--- config.mk ---
export PLATFORM = sky130hd
export DESIGN_NAME = fmul_pipe
export DESIGN_NICKNAME = d
export VERILOG_FILES = /design/src/rtl/fmul_pipe.sv
export SDC_FILE = /design/constraint.sdc
export NUM_CORES = 2
export LEC_CHECK = 0
export ABC_AREA = 0
export CAP_MARGIN = 15
export CORE_MARGIN = 1
export CORE_UTILIZATION = 40
export DETAILED_ROUTE_END_ITERATION = 6
export MAX_ROUTING_LAYER = met4
export PLACE_DENSITY = 0.66
export SYNTH_ARGS = -nofsm -noshare
export SYNTH_HDL_FRONTEND = slang
export SYNTH_SLANG_ARGS = --single-unit
--- constraint.sdc ---
create_clock -name clk -period 16.8 [get_ports clk]
set_input_delay 3.36 -clock clk [delete_from_list [all_inputs] [get_ports clk]]
set_output_delay 3.36 -clock clk [all_outputs]
set_load 0.01 [all_outputs]
--- src/rtl/fmul_pipe.sv ---
// Three-stage pipelined floating-point multiplier with valid/ready handshake, round-to-nearest-even.
// Optional IEEE special-value decoding is enabled by defining FMUL_PIPE_SPECIAL_EN.
module fmul_pipe #(
    parameter int  EXP_W = 8,
    parameter int  MAN_W = 23,
    localparam int W     = 1 + EXP_W + MAN_W
) (
    input  logic         clk,
    input  logic         rst,
    input  logic         in_valid,
    output logic         in_ready,
    input  logic [W-1:0] x1,
    input  logic [W-1:0] x2,
    output logic         out_valid,
    input  logic         out_ready,
    output logic [W-1:0] y
);

    localparam int M   = MAN_W + 1;
    localparam int PW  = 2 * M;
    localparam int LW  = M / 2;
    localparam int HW  = M - LW;
    localparam int EW2 = EXP_W + 2;
    localparam logic [EW2-1:0] BIAS_E = EW2'((1 << (EXP_W - 1)) - 1);
    localparam logic [EW2-1:0] EMAX_E = EW2'((1 << EXP_W) - 1);

    logic adv;
    assign adv      = ~out_valid | out_ready;
    assign in_ready = adv;

    logic [EXP_W-1:0] ea_in, eb_in;
    logic [MAN_W-1:0] ma_in, mb_in;
    logic             zero_in;
    assign ea_in   = x1[W-2 -: EXP_W];
    assign eb_in   = x2[W-2 -: EXP_W];
    assign ma_in   = x1[MAN_W-1:0];
    assign mb_in   = x2[MAN_W-1:0];
    assign zero_in = (ea_in == '0) | (eb_in == '0);

`ifdef FMUL_PIPE_SPECIAL_EN
    logic a_inf, b_inf, a_nan, b_nan, nan_in, inf_in;
    assign a_inf  = (ea_in == '1) & (ma_in == '0);
    assign b_inf  = (eb_in == '1) & (mb_in == '0);
    assign a_nan  = (ea_in == '1) & (ma_in != '0);
    assign b_nan  = (eb_in == '1) & (mb_in != '0);
    assign nan_in = a_nan | b_nan | (a_inf & (eb_in == '0)) | (b_inf & (ea_in == '0));
    assign inf_in = (a_inf | b_inf) & ~nan_in;
    logic s1_nan, s1_inf, s2_nan, s2_inf;
`endif

    logic             s1_valid, s2_valid;
    logic             s1_sign, s1_zero;
    logic [EXP_W-1:0] s1_ea, s1_eb;
    logic [M-1:0]     s1_ma, s1_mb;

    always_ff @(posedge clk) begin
        if (rst) begin
            s1_valid  <= 1'b0;
            s2_valid  <= 1'b0;
            out_valid <= 1'b0;
        end else if (adv) begin
            s1_valid  <= in_valid;
            s2_valid  <= s1_valid;
            out_valid <= s2_valid;
        end
    end

    always_ff @(posedge clk) begin
        if (adv && in_valid) begin
            s1_sign <= x1[W-1] ^ x2[W-1];
            s1_zero <= zero_in;
            s1_ea   <= ea_in;
            s1_eb   <= eb_in;
            s1_ma   <= {1'b1, ma_in};
            s1_mb   <= {1'b1, mb_in};
`ifdef FMUL_PIPE_SPECIAL_EN
            s1_nan  <= nan_in;
            s1_inf  <= inf_in;
`endif
        end
    end

    // Significands are split into high/low halves so each partial product is roughly half width.
    logic [HW-1:0]    a_hi, b_hi;
    logic [LW-1:0]    a_lo, b_lo;
    assign a_hi = s1_ma[M-1:LW];
    assign a_lo = s1_ma[LW-1:0];
    assign b_hi = s1_mb[M-1:LW];
    assign b_lo = s1_mb[LW-1:0];

    logic             s2_sign, s2_zero;
    logic [EW2-1:0]   s2_esum;
    logic [2*LW-1:0]  s2_pp_ll;
    logic [LW+HW-1:0] s2_pp_lh, s2_pp_hl;
    logic [2*HW-1:0]  s2_pp_hh;

    always_ff @(posedge clk) begin
        if (adv && s1_valid) begin
            s2_sign  <= s1_sign;
            s2_zero  <= s1_zero;
            s2_esum  <= {2'b00, s1_ea} + {2'b00, s1_eb} - BIAS_E;
            s2_pp_ll <= {{LW{1'b0}}, a_lo} * {{LW{1'b0}}, b_lo};
            s2_pp_lh <= {{HW{1'b0}}, a_lo} * {{LW{1'b0}}, b_hi};
            s2_pp_hl <= {{LW{1'b0}}, a_hi} * {{HW{1'b0}}, b_lo};
            s2_pp_hh <= {{HW{1'b0}}, a_hi} * {{HW{1'b0}}, b_hi};
`ifdef FMUL_PIPE_SPECIAL_EN
            s2_nan   <= s1_nan;
            s2_inf   <= s1_inf;
`endif
        end
    end

    logic [PW-1:0]    prod;
    logic [PW-2:0]    norm;
    logic             guard, sticky, round_up, rovf, under, over;
    logic [MAN_W:0]   man_r;
    logic [EW2-1:0]   e_fin;
    logic [W-1:0]     y_next;

    assign prod = {s2_pp_hh, {(2*LW){1'b0}}}
                + ((PW'(s2_pp_lh) + PW'(s2_pp_hl)) << LW)
                + PW'(s2_pp_ll);

    // Align so the leading one sits just above norm; the product's top bit is the normalise carry.
    assign norm     = prod[PW-1] ? prod[PW-2:0] : {prod[PW-3:0], 1'b0};
    assign guard    = norm[M-1];
    assign sticky   = |norm[M-2:0];
    assign round_up = guard & (sticky | norm[M]);
    assign man_r    = {1'b0, norm[PW-2:M]} + {{MAN_W{1'b0}}, round_up};
    assign rovf     = man_r[MAN_W];
    assign e_fin    = s2_esum + {{(EW2-1){1'b0}}, prod[PW-1]} + {{(EW2-1){1'b0}}, rovf};
    assign under    = e_fin[EW2-1] | (e_fin == '0);
    assign over     = ~e_fin[EW2-1] & (e_fin >= EMAX_E);

    always_comb begin
        y_next = {s2_sign, e_fin[EXP_W-1:0], man_r[MAN_W-1:0]};
`ifdef FMUL_PIPE_SPECIAL_EN
        if (s2_nan)
            y_next = {1'b0, {EXP_W{1'b1}}, 1'b1, {(MAN_W-1){1'b0}}};
        else if (s2_inf)
            y_next = {s2_sign, {EXP_W{1'b1}}, {MAN_W{1'b0}}};
        else
`endif
        if (s2_zero || under)
            y_next = {s2_sign, {(W-1){1'b0}}};
        else if (over)
            y_next = {s2_sign, {EXP_W{1'b1}}, {MAN_W{1'b0}}};
    end

    always_ff @(posedge clk) begin
        if (rst)
            y <= '0;
        else if (adv && s2_valid)
            y <= y_next;
    end

endmodule

# Yosys cells after proc, flatten, opt, wreduce, memory -nomap -nowiden
# Index checks and enable logic that the tools add are counted.
dict set report word_totals {
  output_inout_bits 34
  input_bits 68
  elab_cells 50
  reg_bits 207
}
dict set report classes {
  order_cmp 1
  n_bitwise 9
  mul 4
  addsub 8
  reduce_logical 8
  muxes 3
}
# operator n
set ops {}
lappend ops {{$mul 12x12->24} 4}
lappend ops {{$mux 31} 2}
lappend ops {{$add 48x24->48} 1}
lappend ops {{$add 48x37->48} 1}
lappend ops {{$mux 47} 1}
lappend ops {{$add 24x24->25} 1}
lappend ops {{$add 23x1->24} 1}
lappend ops {{$reduce_or 23->1} 1}
lappend ops {{$add 10x1->10} 2}
lappend ops {{$logic_not 8->1} 2}
lappend ops {{$ge 10x8->1 const B} 1}
lappend ops {{$logic_not 10->1} 1}
lappend ops {{$sub 9x7->10 const B} 1}
lappend ops {{$add 8x8->9} 1}
lappend ops {{$or 1x1->1} 4}
lappend ops {{$logic_and 1x1->1} 3}
lappend ops {{$and 1x1->1} 2}
lappend ops {{$not 1->1} 2}
lappend ops {{$logic_or 1x1->1} 1}
lappend ops {{$xor 1x1->1} 1}

# Longest topological paths before layout
dict set report depth {
  ltp_word 13
  ltp_mapped 43
  depth_no_buf 40
}

# Worst setup path before layout
# OpenSTA, ideal clock, no wires.
dict set report synth_path {
  kind {reg2reg}
  startpoint {register s2_pp_lh[0]}
  endpoint {register y[0]}
  path_stages_with_launch 42
  path_slack_ps 8623
  arrival_time_ps 8106
  synth_period_minus_slack_ps 8177
  required_time_ps 16729
  setup_ps 71
  path_buffers 4
  path_cell_list {edfxtp_1 ha_1 inv_1 fa_1 nor2b_1 o21ai_0 a21boi_0 o21ai_0 a211oi_1 a211oi_1 a21oi_1 nor4_1 o21a_1 a211o_1 xnor2_1 ha_1 nand3_1 or2_2 [... 6 more ...] inv_2 a2111oi_4 o211ai_4 or3_1 nor3_1 fa_1 and3_1 nand2_1 nor2_1 or3_1 a21oi_1 o221ai_1 and3_1 clkbuf_1 nor2b_1 clkbuf_1 o311ai_0 a21oi_1}
}
dict set report synth_between {
  elab_chain_cells 13
  word_cells_on_any_way 18
  classes_between {add/sub (6); order compare (1); mux (3); bitwise (5); reduce/logical (3)}
}
# element line
set synth_rtl {}
lappend synth_rtl {{start, declared} 94} ;# logic [LW+HW-1:0] s2_pp_lh, s2_pp_hl;
lappend synth_rtl {{start signal, assigned} 103} ;# s2_pp_lh <= {{HW{1'b0}}, a_lo} * {{LW{1'b0}}, b_hi};
lappend synth_rtl {{$add 24x24->25 *} 121} ;# + ((PW'(s2_pp_lh) + PW'(s2_pp_hl)) << LW)
lappend synth_rtl {{$add 48x37->48 *} 121}
lappend synth_rtl {{$add 48x24->48 *} 122} ;# + PW'(s2_pp_ll);
lappend synth_rtl {{$mux 47} 125} ;# assign norm = prod[PW-1] ? prod[PW-2:0] : {prod[PW-3:0], 1'b0};
lappend synth_rtl {{$reduce_or 23->1} 127} ;# assign sticky = |norm[M-2:0];
lappend synth_rtl {{$or 1x1->1} 128} ;# assign round_up = guard & (sticky | norm[M]);
lappend synth_rtl {{$and 1x1->1} 128}
lappend synth_rtl {{$add 23x1->24} 129} ;# assign man_r = {1'b0, norm[PW-2:M]} + {{MAN_W{1'b0}}, round_up};
lappend synth_rtl {{$add 10x1->10} 131} ;# assign e_fin = s2_esum + {{(EW2-1){1'b0}}, prod[PW-1]} + {{(EW2-1){1'b0}}, rovf};
lappend synth_rtl {{$ge 10x8->1, or another cell as far along} 133} ;# assign over = ~e_fin[EW2-1] & (e_fin >= EMAX_E);
lappend synth_rtl {{$and 1x1->1 or $or 1x1->1 (tied branches)} {133, 132}}
lappend synth_rtl {{$mux 31 or $logic_or 1x1->1 (tied branches)} {146, 144}}
lappend synth_rtl {{$mux 31 *} 144} ;# if (s2_zero || under)
lappend synth_rtl {{end signal, assigned} 154} ;# y <= y_next;
lappend synth_rtl {{end, declared} 16} ;# output logic [W-1:0] y
# Every way passes the cells marked *; elsewhere a longest branch is shown, timed or not.
# A chain may end at the register's enable or synchronous reset.

# Worst setup path after layout
dict set report layout_path {
  startpoint {register s2_pp_lh[0]}
  endpoint {register y[11]}
}
# The elaborated chain is that of the path after synthesis.

==> results.sh <==
export IMPL_cp_endpoint="y[11]"
export IMPL_grt_pass1_vias=21200
export IMPL_tns_ns=0
export IMPL_synth_seq_area_share_pct=20.2
export IMPL_syn_area_per_cell_um2=9.39
export IMPL_outcome="complete, no violations"
export IMPL_tightest_slew_ns=1.09
export IMPL_io_buffers=101
export IMPL_fp_row_count=98
export IMPL_synth_warnings=0
export IMPL_critical_path_max_stage_delay_ns=0.69
export IMPL_ys_async_sr_fraction_pct=0
export IMPL_required_ns=17.32
export IMPL_cp_depth=38
export IMPL_clkLatencyLatePin_ns=0.60
export IMPL_cts_buffers=27
export IMPL_path_class="reg2reg"
export IMPL_top_level_ports=102
export IMPL_cts_resized=0
export IMPL_gr_total_overflow=0
export IMPL_min_path_type="reg2reg"
export IMPL_postRouteAntennaNets=0
export IMPL_crit_start="s2_pp_lh[0]"
export IMPL_vias=20900
export IMPL_antenna_found_initial=2
export IMPL_startpoint_type="register"
export IMPL_die_area_mm2=0.0736
export IMPL_syn_inst=3089
export IMPL_cts_max_level=1
export IMPL_synth_cell_types=87
export IMPL_hold_buffers=0
export IMPL_cp_slowest_cell="nor2b_1"
export IMPL_setup_violations=0
export IMPL_die_h_um=271
export IMPL_min_period_ns=10.64
export IMPL_drt_vias_per_instance=5.09
export IMPL_synth_seq_cells=207
export IMPL_antennaDiodeCount=0
export IMPL_gp_congestion=0.865
export IMPL_crit_buf_inv=2
export IMPL_syn_area_mm2=0.0290
export IMPL_wl_per_cell_um=16.1
export IMPL_r2r_end="y[11]"
export IMPL_cts_root_buffer="clkbuf_16"
export IMPL_fin_skew_ns=0.0340
export IMPL_grt_use_total_pct=18.9
export IMPL_drt_wl_total_um=66000
export IMPL_drv_cap=0
export IMPL_die_width_um=271
export IMPL_yosys_area_top_type="fa_1"
export IMPL_timing_hold_ws_ns=0.445
export IMPL_critPathTopFamily="simple AND/OR/NAND/NOR gates"
export IMPL_rsz0062_at_grt="false"
export IMPL_cts_tree="yes"
export IMPL_dp_hpwl_um=49600
export IMPL_slew_viol_final=0
export IMPL_design_final_nets=3923
export IMPL_grt_pass1_wl_um=110000
export IMPL_path_clk_slew_ns=0.06
export IMPL_start_util_pct=40.5
export IMPL_clk_path_buf_depth=3
export IMPL_yosysTopAreaCellShare_pct=27.9
export IMPL_dr_pass1_iters=5
export IMPL_post_cts_setup_buffers=0
export IMPL_hold_violations=0
export IMPL_drtIter0Drc=1234
export IMPL_maxSlewHeadroom_pct=27.5
export IMPL_synth_ff_type="edfxtp_1"
export IMPL_cp_max_fo=32
export IMPL_fin_crit_sh_pct=63.4
export IMPL_grt_max_degree=79
export IMPL_r2r_slack_ns=6.16
export IMPL_r2r_start="s2_pp_lh[0]"
export IMPL_core_region_area_mm2=0.0716
export IMPL_fmax_mhz=94.0
export IMPL_drc=0
export IMPL_r2r_worst_path_cells=38
export IMPL_synth_edff_count=172
export IMPL_yosys_top_cells_area="fa_1 28%, edfxtp_1 18%, ha_1 14%"
export IMPL_final_layout_size_suffix_gt1_share_pct=3.80
export IMPL_synthesis_nets=3876
export IMPL_areaGrowthSynthToFinish_pct=10.3
export IMPL_cp_data_arrival_time_ns=11.16
export IMPL_clock_sinks=207
export IMPL_cp_end_kind="register"
[placed cells by master, fill, tap and decap left out, drive strengths merged, types with 19 or more instances in the layout]
master | netlist | final
xor2 | 43 | 43
fa | 404 | 404
a211oi | 19 | 19
and2 | 236 | 236
o21ai | 89 | 89
o21a | 19 | 19
clkdlybuf4s50 | 0 | 101
edfxtp | 172 | 172
nand2 | 408 | 408
a21o | 29 | 29
nor2 | 131 | 131
a21oi | 108 | 108
nand3 | 34 | 34
nor3 | 51 | 51
inv | 525 | 532
dfxtp | 35 | 35
clkbuf | 117 | 29
xnor2 | 92 | 92
ha | 315 | 315
buf | 5 | 39
[cell families (layout without fill, tap and decap cells)]
family	after synthesis	in the layout	synth area share [%]
XOR/XNOR	135	135	4.08
adder cells (fa/ha/maj)	719	719	41.5
AO/OA/AOI/OAI	398	398	9.22
flip-flops	207	207	20.2
buffers and inverters	647	715	8.42
multiplexers	6	6	0.211
AND/OR/NAND/NOR	977	977	16.4
[state kept, by name (all words and copies together) (netlist names), 8 cells and up]
| name | count |
|---|---|
| s1_ea | 8 |
| s1_eb | 8 |
| s1_ma | 23 |
| s1_mb | 23 |
| s2_esum | 10 |
| s2_pp_hh | 24 |
| s2_pp_hl | 24 |
| s2_pp_lh | 24 |
| s2_pp_ll | 24 |
| y | 32 |
[area by class of cell]
cell class                      instances  area (µm²)
Clock buffer                           29         683
Clock inverter                         21         294
Fill cell                            6914       39600
Inverter                              525        1970
Multi-Input combinational cell       2235       20700
Sequential cell                       207        5870
Tap cell                              950        1190
Timing Repair Buffer                  140        1300
[cells in the mapped netlist, drive strengths merged, types with 6 or more instances]
master / count
a211oi: 19
a21boi: 13
a21o: 29
a21oi: 108
a22oi: 10
a31oi: 17
and2: 236
and3: 17
clkbuf: 117
dfxtp: 35
edfxtp: 172
fa: 404
ha: 315
inv: 525
nand2: 408
nand2b: 11
nand3: 34
nand3b: 6
nand4: 11
nor2: 131
nor2b: 18
nor3: 51
nor4: 13
o211ai: 12
o21a: 19
o21ai: 89
o21bai: 12
o31ai: 9
or2: 12
or3: 14
xnor2: 92
xor2: 43
[stage by stage]
stage / setup WS, ns / util (%) / cell area [µm²] / std cells
3_5_place_dp: 6.17 / 43.3 / 31000 / 4057
5_1_grt: 5.04 / 44.7 / 32000 / 4107
3_3_place_gp: 6.36 / 43.3 / 31000 / 4057
6_report: 6.16 / 44.7 / 32000 / 4107
4_1_cts: 6.11 / 44.7 / 32000 / 4107
2_1_floorplan: 8.62 / - / 29000 / 3089
[routing by layer]
layer / track usage [%] / share of wire [%]
met4: 3.77 / 2.0
met5: - / 0
met3: 2.17 / 5.0
met1: 26.3 / 48
met2: 29.9 / 45
[how the worst min path moves through the flow]
stage | startpoint | to | slack (ns) | cells past startpoint
2_1_floorplan | s1_sign | s2_sign | 0.40 | 0
6_report | s1_sign | s2_sign | 0.44 | 0
3_5_place_dp | s1_sign | s2_sign | 0.43 | 0
4_1_cts | s1_sign | s2_sign | 0.45 | 0
3_3_place_gp | s1_sign | s2_sign | 0.43 | 0
5_1_grt | s1_sign | s2_sign | 0.45 | 0
[worst register-to-register path, delay by kind of cell, from the launching register on]
family	cells	cell delay [ns]
simple gates	15	4.45
compound gates	16	4.02
fa+ha+maj	4	1.17
buf+inv	2	0.46
flops	1	0.33
xor+xnor	1	0.15
Power is left out: the tool's default activity adds up to more than one toggle a clock period on the data nets, which glitch-free logic cannot reach.
